<file path="src/rtl/multicycle_ctrl.sv">
// Multi-cycle control sequencer: steps each instruction through FETCH/DECODE/EXEC/MEM/WB,
// owns the shared memory port handshake, counts retired instructions and traps on type O.
module multicycle_ctrl #(
    parameter int CNT_W = 32
) (
    input  logic             clk,
    input  logic             rst_n,
    input  logic             start,
    input  logic [6:0]       opcode,
    input  logic [2:0]       instr_type,
    input  logic             br_taken,
    input  logic             mem_ready,
    output logic             mem_req,
    output logic             mem_we,
    output logic             mem_is_fetch,
    output logic             ir_we,
    output logic             pc_we,
    output logic [1:0]       pc_sel,
    output logic             alu_src_b,
    output logic             alu_src_a,
    output logic             reg_we,
    output logic [1:0]       wb_sel,
    output logic             trap,
    output logic [CNT_W-1:0] retired
);

    localparam logic [2:0] T_R = 3'd0;
    localparam logic [2:0] T_I = 3'd1;
    localparam logic [2:0] T_S = 3'd2;
    localparam logic [2:0] T_B = 3'd3;
    localparam logic [2:0] T_U = 3'd4;
    localparam logic [2:0] T_J = 3'd5;
    localparam logic [2:0] T_O = 3'd6;

    localparam logic [6:0] OP_LOAD  = 7'b0000011;
    localparam logic [6:0] OP_AUIPC = 7'b0010111;
    localparam logic [6:0] OP_LUI   = 7'b0110111;
    localparam logic [6:0] OP_JAL   = 7'b1101111;
    localparam logic [6:0] OP_JALR  = 7'b1100111;

    typedef enum logic [2:0] {
        S_IDLE   = 3'd0,
        S_FETCH  = 3'd1,
        S_DECODE = 3'd2,
        S_EXEC   = 3'd3,
        S_MEM    = 3'd4,
        S_WB     = 3'd5,
        S_TRAP   = 3'd6
    } state_t;

    state_t           r_state;
    state_t           w_next;
    logic             w_retire;
    logic [CNT_W-1:0] r_retired;

    logic w_is_load;
    logic w_is_store;
    logic w_is_jal;
    logic w_is_jalr;
    logic w_is_lui;
    logic w_is_auipc;

    assign w_is_load  = (opcode == OP_LOAD);
    assign w_is_store = (instr_type == T_S);
    assign w_is_jal   = (opcode == OP_JAL);
    assign w_is_jalr  = (opcode == OP_JALR);
    assign w_is_lui   = (opcode == OP_LUI);
    assign w_is_auipc = (opcode == OP_AUIPC);

    assign retired = r_retired;

    // State register; async reset abandons any pending memory request.
    always_ff @(posedge clk or negedge rst_n) begin
        if (!rst_n) begin
            r_state <= S_IDLE;
        end else begin
            r_state <= w_next;
        end
    end

    // Retired-instruction counter, wraps naturally at all-ones.
    always_ff @(posedge clk or negedge rst_n) begin
        if (!rst_n) begin
            r_retired <= '0;
        end else if (w_retire) begin
            r_retired <= r_retired + CNT_W'(1);
        end else begin
            r_retired <= r_retired;
        end
    end

    // Next-state and strobe decode; only ir_we, MEM pc/retire and branch pc_sel see live inputs.
    always_comb begin
        w_next       = r_state;
        w_retire     = 1'b0;
        mem_req      = 1'b0;
        mem_we       = 1'b0;
        mem_is_fetch = 1'b0;
        ir_we        = 1'b0;
        pc_we        = 1'b0;
        pc_sel       = 2'd0;
        alu_src_b    = 1'b0;
        alu_src_a    = 1'b0;
        reg_we       = 1'b0;
        wb_sel       = 2'd0;
        trap         = 1'b0;
        case (r_state)
            S_IDLE: begin
                if (start) begin
                    w_next = S_FETCH;
                end else begin
                    w_next = S_IDLE;
                end
            end
            S_FETCH: begin
                mem_req      = 1'b1;
                mem_is_fetch = 1'b1;
                if (mem_ready) begin
                    ir_we  = 1'b1;
                    w_next = S_DECODE;
                end else begin
                    w_next = S_FETCH;
                end
            end
            S_DECODE: begin
                if (instr_type == T_O) begin
                    w_next = S_TRAP;
                end else begin
                    w_next = S_EXEC;
                end
            end
            S_EXEC: begin
                alu_src_b = (instr_type == T_I) || (instr_type == T_S) ||
                            (instr_type == T_U) || (instr_type == T_J);
                alu_src_a = w_is_auipc || w_is_jal;
                if (w_is_load || w_is_store) begin
                    w_next = S_MEM;
                end else if (instr_type == T_B) begin
                    pc_we    = 1'b1;
                    pc_sel   = br_taken ? 2'd1 : 2'd0;
                    w_retire = 1'b1;
                    w_next   = S_FETCH;
                end else begin
                    w_next = S_WB;
                end
            end
            S_MEM: begin
                mem_req = 1'b1;
                mem_we  = w_is_store;
                if (!mem_ready) begin
                    w_next = S_MEM;
                end else if (w_is_store) begin
                    pc_we    = 1'b1;
                    w_retire = 1'b1;
                    w_next   = S_FETCH;
                end else begin
                    w_next = S_WB;
                end
            end
            S_WB: begin
                reg_we   = 1'b1;
                pc_we    = 1'b1;
                w_retire = 1'b1;
                w_next   = S_FETCH;
                if (w_is_load) begin
                    wb_sel = 2'd1;
                end else if (w_is_jal || w_is_jalr) begin
                    wb_sel = 2'd2;
                end else if (w_is_lui) begin
                    wb_sel = 2'd3;
                end else begin
                    wb_sel = 2'd0;
                end
                if (w_is_jal) begin
                    pc_sel = 2'd1;
                end else if (w_is_jalr) begin
                    pc_sel = 2'd2;
                end else begin
                    pc_sel = 2'd0;
                end
            end
            S_TRAP: begin
                trap   = 1'b1;
                w_next = S_TRAP;
            end
            default: begin
                w_next = S_IDLE;
            end
        endcase
    end

endmodule

</file>
<file path="config.mk">
export PLATFORM = sky130hd
export DESIGN_NAME = multicycle_ctrl
export DESIGN_NICKNAME = d
export VERILOG_FILES = /design/src/rtl/multicycle_ctrl.sv
export SDC_FILE = /design/constraint.sdc
export NUM_CORES = 1
export LEC_CHECK = 0
export ABC_CLOCK_PERIOD_IN_PS = 3900
export BUFFER_PORTS_ARGS = -buffer_cell sky130_fd_sc_hd__buf_4
export CORE_MARGIN = 2
export CORE_UTILIZATION = 30
export DETAILED_ROUTE_END_ITERATION = 8
export HOLD_SLACK_MARGIN = 0.02
export PLACE_DENSITY = 0.52
export RECOVER_POWER = 100
export SLEW_MARGIN = 15
export SYNTH_ARGS = -nofsm -noshare
export SYNTH_HDL_FRONTEND = slang
export SYNTH_SLANG_ARGS = --single-unit
</file>
<file path="constraint.sdc">
create_clock -name clk -period 3.9 [get_ports clk]
set_input_delay 0.585 -clock clk [delete_from_list [all_inputs] [get_ports clk]]
set_output_delay 0.585 -clock clk [all_outputs]
set_load 0.1 [all_outputs]
</file>
==> summary.txt, run 1 <==
Worst setup path
  – Crit-path max FO: 11
  – Required arrival time at the worst endpoint: 3310 ps
  – Logic depth of the worst register-to-register path: 5
  – Arrival time of the worst setup path: 2560 ps
  – Critical path capture point type: output pin
  – Type of element launching the critical path: register
  – WS Path Type: reg -> out

Floorplan
  – Horizontal die dimension: 83.1 microns
  – Floorplan Core Area: 5990 sq um
  – Cell row count: 28
  – I/O pin total: 60
  – Starting density of the core: 31.3%
  – Total Die Area: 6900 sq um
  – Height of the die: 83.1 microns

Power
  – Share of total power in sequential cells: 35.0%
  – Power, Total: 1.32 mW
  – Net Switching: 0.667 mW
  – Internal portion of total power: 0.650 mW
  – Worst voltage drop across the vdd grid: 0.415 mV
  – Leakage power: 1.04 nW
  – Clk network pwr share: 22.4%
  – Pwr Density: 567 nW/um^2
  – Sw Ratio: 50.7%
  – Combinational fraction of design power: 42.6%

CTS
  – H-tree Lvls: 2
  – Total CTS buffers: 5
  – Clock-pin transition on the worst setup and hold timing paths: 70 ps
  – Number of cells upsized or downsized after cts: 0
  – Cts hold-fix bufs: 0
  – Clock tree buffer depth: 2
  – Clock latency reported for the late side of the worst-skew pair: 290 ps
  – Num Clock Sinks: 35
  – TritonCTS clock tree: done
  – Setup fix buffers added after clock tree synthesis: 0
  – Cell at the root of the clock tree: clkbuf_8

Cells and area
  – Non-filler cells, final: 333
  – Ratio of cells with drive above 1 in the final layout: 9.30%
  – Number of diodes added for antenna fixing: 0
  – Fill cells: 661
  – P&R area growth vs syn: 23.8%
  – Nets: 273

Timing
  – Number of pins exceeding their max-slew limit in the final report: 36
  – Final critical-path required period: 3150 ps
  – Clock skew: 8.48 ps
  – Hold slack: 471 ps
  – Max Clock Freq: 0.318 GHz
  – Final Cycle Share: 80.7%
  – Final Hold Fails: 0
  – Actual slew at the worst max-slew pin: 1880 ps
  – Setup slack of the critical path after layout: 753 ps
  – Sum of negative setup slack: 0 ps
  – Setup violators final: 0
  – Slew HR: -25.3%
  – RSZ-0062 raised after global routing: false

Placement
  – Count of placed standard cells including taps: 325
  – # port buffers: 59
  – Placer's final routability congestion estimate: 0.759
  – Post-Place Setup Slack: 1180 ps
  – HPWL reported at the end of detailed placement: 3.46 mm

GRT
  – Global-route wire length before repair: 7.89 mm
  – Largest net degree at the start of global routing: 36
  – All-layer global routing usage: 14.0%
  – Number of antenna violations at the first check in global routing: 0
  – Vias in the first global route: 1613
  – Congestion Overflow GR: 0

Yosys
  – Post-synthesis cell count: 193
  – Syn nets: 209
  – Synthesis-stage register bit count: 35
  – Sequential area share after synthesis: 46.7%
  – Count of yosys warnings during synthesis: 0
  – Netlist Area Pre-Place: 1880 sq um
  – Average instance area after synthesis: 9.72 sq um
  – Yosys cell types: 38

Detailed routing
  – Wirelength, routed: 4.58 mm
  – Count of routing violations after the opening detailed-route iteration: 93
  – Detail-routed net length per standard cell: 13.8 microns
  – Vias post-DR: 1647
  – Antenna-violating nets left: 0
  – Number of detailed-route iterations in the first pass: 4
  – Drt via density: 4.95
  – Residual DRC count: 0

Status
  – Violated checks: max-capacitance violations, max-slew violations
  – Result of the run: complete, but fails checks

Worst hold path
  – Worst hold path type: reg -> reg
  – Worst hold stages: 1

Run
  – Max-cap violations: 1
cells by family after synthesis:
kind of cell,count (synthesis),share of synthesized area (%)
AND/OR/NAND/NOR,92,25.9
flip-flops,35,46.7
multiplexers,1,0.600
adder cells (fa/ha/maj),1,0.667
XOR/XNOR,32,14.9
buffers and inverters,9,1.87
AO/OA/AOI/OAI,23,9.33
cell usage after synthesis:
| master | number | area share, % |
|---|---|---|
| nand3_1 | 16 | 4.3 |
| and2_1 | 1 | 0.33 |
| and4_1 | 3 | 1.4 |
| a21o_1 | 1 | 0.40 |
| nand2_1 | 21 | 4.2 |
| and3b_1 | 2 | 0.93 |
| dfrtp_1 | 35 | 47 |
| clkbuf_1 | 1 | 0.20 |
| o211a_1 | 2 | 1.1 |
| nand2b_1 | 1 | 0.33 |
| a21boi_0 | 1 | 0.40 |
| or2_2 | 2 | 0.67 |
| o21ai_0 | 1 | 0.27 |
| nor3_1 | 8 | 2.1 |
| xor2_1 | 19 | 8.9 |
| o211ai_1 | 2 | 0.80 |
| mux2_2 | 1 | 0.60 |
| clkbuf_2 | 1 | 0.27 |
| nand4bb_1 | 2 | 1.2 |
| a2111oi_2 | 1 | 0.80 |
| a211o_1 | 1 | 0.47 |
| o22ai_1 | 1 | 0.33 |
| a211oi_1 | 3 | 1.2 |
| a32o_1 | 1 | 0.53 |
| ha_1 | 1 | 0.67 |
| nor4_1 | 2 | 0.67 |
| xnor2_1 | 13 | 6.1 |
| a21boi_1 | 1 | 0.40 |
| nor2b_1 | 3 | 1.0 |
| or3_1 | 1 | 0.33 |
| a31oi_1 | 3 | 1.0 |
| nand4_1 | 5 | 1.7 |
| nor4_2 | 1 | 0.67 |
| and3_1 | 10 | 3.3 |
| a21oi_1 | 4 | 1.1 |
| inv_1 | 7 | 1.4 |
| nor2_1 | 14 | 2.8 |
| a2111o_1 | 1 | 0.60 |
area by class of cell:
cell class,count,area (sq um),area share [%]
flip-flops and latches,35,876,37.7
clock buffers,7,96.3,4.15
inverters,7,26.3,1.13
clock inverters,1,7.51,0.323
repair buffers,59,270,11.6
multi-input cells,149,953,41.0
well taps,75,93.8,4.04
worst max-delay path, stage by stage, from the launching register on:
cell and delay (ps):
dfrtp_1 500, nor2b_1 320, a21boi_0 280, nor2_1 170, inv_1 130, clkbuf_1 870
sequential cells by signal, summed over array words and instances (netlist names):
| name | cells |
|---|---|
| retired | 32 |
| r_state | 3 |
per-stage QoR:
stage	util, %	area (sq um)
after floorplan	-	1880
after global placement	40.1	2400
after detailed placement	40.1	2400
after CTS	41.9	2510
after global routing	38.8	2320
final	38.8	2320
power by group through the flow:
stage / combinational (mW) / sequential [mW] / clock, mW
6_report: 0.561 / 0.461 / 0.295
5_1_grt: 0.595 / 0.473 / 0.319
4_1_cts: 0.610 / 0.461 / 0.303
3_5_place_dp: 0.609 / 0.467 / 0
3_3_place_gp: 0.606 / 0.469 / 0
2_1_floorplan: 0.342 / 0.594 / 0
layout by cell type (no fill, tap or decap), drive strengths merged, types with 3 or more instances in the layout:
cell type / instances
nor2b: 3
nor2: 14
inv: 7
and4: 3
nand3: 16
xnor2: 13
nand4: 5
dfrtp: 35
xor2: 19
a31oi: 3
buf: 13
a21oi: 4
clkbuf: 53
and3: 10
nand2: 21
a211oi: 3
nor4: 3
nor3: 8
final timing paths:
check	start	endpoint	slack, ps
max	r_state[1]	pc_we	750
min	retired[31]	retired[31]	470
max reg2reg	r_state[1]	retired[19]	1270
min reg2reg	retired[31]	retired[31]	470
max in group asynchronous	rst_n	r_state[0]	2010
min in group asynchronous	rst_n	retired[1]	800
layer usage:
layer / GRT usage (%) / vias up / share of wire, %
met2: 21.9 / 38 / 47
met3: 3.48 / 7 / 4.4
met1: 18.6 / 792 / 47
met4: 5.37 / 0 / 1.6
li1: - / 810 / -
met5: 0 / - / 0
Note: power is estimated with default switching activity, not from simulation.
==> run 2, diff against run 1 <==
Settings changed: ABC_CLOCK_PERIOD_IN_PS 3900 to 3100.
Clock period 3.9 ns to 3.1 ns, I/O delays scaled along.
==> run 2 against run 1 <==
  * The run still ends with max-capacitance violations, max-slew violations left
  * First-iteration DRC count rose by 35%
  * Sequential share of layout area down 0.14 points
  * Combinational power rose by 27%
  * Die area stayed put
  * Hold slack worse by 6.2 ps
  * Clock skew decreased by 1.2 ps
  * Count of clock-buffer cells in the layout shrank 1
  * Sequential power up 25%
  * Design area increased by 0.38%
==> summary.txt, run 2 (same netlist as run 1, synthesis figures left out) <==
Detailed routing
  – Residual DRC count: 0 (unchanged)
  – Wirelength, routed: 4.39 mm (-4.2%)
  – Vias post-DR: 1636 (-0.67%)
  – Count of routing violations after the opening detailed-route iteration: 126 (+35%)
  – Detail-routed net length per standard cell: 13.2 microns (-4.2%)
  – Antenna-violating nets left: 0 (unchanged)
  – Number of detailed-route iterations in the first pass: 4 (unchanged)
  – Drt via density: 4.91 (-0.67%)

CTS
  – Num Clock Sinks: 35 (unchanged)
  – Cts hold-fix bufs: 0 (unchanged)
  – Cell at the root of the clock tree: clkbuf_8
  – TritonCTS clock tree: done
  – Clock tree buffer depth: 2 (unchanged)
  – H-tree Lvls: 2 (unchanged)
  – Number of cells upsized or downsized after cts: 0 (unchanged)
  – Setup fix buffers added after clock tree synthesis: 0 (unchanged)
  – Clock latency reported for the late side of the worst-skew pair: 290 ps (about the same)
  – Total CTS buffers: 5 (unchanged)
  – Clock-pin transition on the worst setup and hold timing paths: 70 ps (about the same)

Cells and area
  – Most frequent standard cell in the layout excluding fill and tap cells: clkbuf_1
  – Number of flip-flops in the largest register: 32 (unchanged)
  – Final core utilization: 38.9% (+0.15 points)
  – Number of diodes added for antenna fixing: 0 (unchanged)
  – P&R area growth vs syn: 24.3%
  – Ratio of cells with drive above 1 in the final layout: 12.0% (+2.7 points)
  – Nets: 274 (+0.37%)
  – Most frequent cells in the layout: 42 x clkbuf_1, 35 x dfrtp_1, 21 x nand2_1

Timing
  – Setup violators final: 0 (unchanged)
  – Final Cycle Share: 86.5%
  – Actual slew at the worst max-slew pin: 1840 ps (-39.6 ps)
  – Slew HR: -22.7% (+2.6 points)
  – Hold slack: 465 ps (-6.18 ps)
  – Clock skew: 7.32 ps (-1.16 ps)
  – Final critical-path required period: 2680 ps
  – RSZ-0062 raised after global routing: false
  – Number of pins exceeding their max-slew limit in the final report: 36 (unchanged)
  – Setup slack of the critical path after layout: 419 ps (-334 ps)
  – Max Clock Freq: 0.373 GHz
  – Final Hold Fails: 0 (unchanged)
  – Sum of negative setup slack: 0 ps (unchanged)

Worst setup path
  – Flop-to-flop setup slack: 600 ps (-670 ps)
  – WS Path Type: reg -> out
  – Required arrival time at the worst endpoint: 2630 ps (-680 ps)
  – Critical R2R Launch: r_state[1]
  – Critical path capture point type: output pin
  – Crit path to: mem_we
  – Crit-path max FO: 11 (unchanged)
  – Total stage count of the critical path: 3 (-2)
  – Type of element launching the critical path: register
  – Chain of cells forming the critical path: nor2b_1 -> and4_1 -> clkbuf_1
  – Logic depth of the worst register-to-register path: 5 (unchanged)
  – Family with the most delay on the worst path: buffers and inverters
  – Launch point of the worst path: r_state[1]
  – Crit-path max cell delay: 860 ps (about the same)
  – Arrival time of the worst setup path: 2220 ps (-340 ps)
  – Endpoint of the worst-slack reg-to-reg timing path: retired[19]
  – Crit path buffers/inverters: 1 (-1)
  – Highest-delay cell along the critical path: clkbuf_1

GRT
  – Global-route wire length before repair: 7.47 mm (-5.3%)
  – Number of antenna violations at the first check in global routing: 0 (unchanged)
  – All-layer global routing usage: 13.0% (-0.99 points)
  – Largest net degree at the start of global routing: 36 (unchanged)
  – Vias in the first global route: 1541 (-4.5%)
  – Congestion Overflow GR: 0 (unchanged)

Power
  – Internal portion of total power: 0.795 mW (+22%)
  – Combinational fraction of design power: 43.9% (+1.3 points)
  – Net Switching: 0.828 mW (+24%)
  – Sw Ratio: 51.0% (+0.35 points)
  – Pwr Density: 696 nW/um^2 (+23%)
  – Clk network pwr share: 20.5% (-1.9 points)
  – Share of total power in sequential cells: 35.6% (+0.6 points)
  – Worst voltage drop across the vdd grid: 0.893 mV (+120%)
  – Leakage power: 1.06 nW (+1.5%)

Placement
  – Placer's final routability congestion estimate: 0.857 (+13%)
  – Post-Place Setup Slack: 779 ps (-400 ps)
  – HPWL reported at the end of detailed placement: 3.37 mm (-2.5%)
  – # port buffers: 59 (unchanged)

Floorplan
  – Total Die Area: 6900 sq um (unchanged)
  – Horizontal die dimension: 83.1 microns (unchanged)
  – Floorplan Core Area: 5990 sq um (unchanged)
  – Height of the die: 83.1 microns (unchanged)
  – Starting density of the core: 31.3% (unchanged)
  – I/O pin total: 60 (unchanged)
  – Cell row count: 28 (unchanged)

Status
  – Result of the run: complete, but fails checks
  – Violated checks: max-capacitance violations, max-slew violations

Run
  – Max-cap violations: 1 (unchanged)

Worst hold path
  – Worst hold path type: reg -> reg
run 2: cell count changes in the layout (fill, tap and decap cells not counted), sizes merged:
cell / delta
clkinv: +1
clkinvlp: -1
run 2: final cells by class:
class	count	area, sq um
Clock buffer	6	82.6
Sequential cell	35	876
Tap cell	75	93.8
Fill cell	654	3660
Multi-Input combinational cell	149	968
Inverter	7	26.3
Clock inverter	1	5.00
Timing Repair Buffer	60	280
run 2: power groups by stage:
stage / sequential, mW / clock, mW / combinational, mW
after global routing: 0.591 / 0.367 / 0.755
after detailed placement: 0.586 / 0 / 0.771
after floorplan: 0.747 / 0 / 0.432
after global placement: 0.590 / 0 / 0.769
final: 0.578 / 0.333 / 0.712
after CTS: 0.578 / 0.349 / 0.772
run 2: stage by stage:
step / area (sq um) / power [mW] / cells
finish: 2330 / 1.62 / 333
global route: 2330 / 1.71 / 333
CTS: 2510 / 1.70 / 333
detailed placement: 2430 / 1.36 / 326
global placement: 2430 / 1.36 / 326
floorplan: 1890 / 1.18 / 193
run 2: worst min path at each step:
stage                startpoint          end  slack (ps)  cells past startpoint
floorplan                 rst_n   r_state[0]         170                      0
global placement          rst_n  retired[21]         450                      1
detailed placement        rst_n  retired[20]         450                      1
CTS                       rst_n  retired[31]         130                      1
global route        retired[31]  retired[31]         490                      1
finish              retired[31]  retired[31]         470                      1
run 2: per-layer routing:
metal / GRT usage, % / vias to the layer above / wire length, microns
li1: - / 815 / -
met1: 17.4 / 769 / 2080
met2: 19.9 / 46 / 2000
met3: 3.98 / 6 / 254
met4: 4.47 / 0 / 53
met5: 0 / - / 0
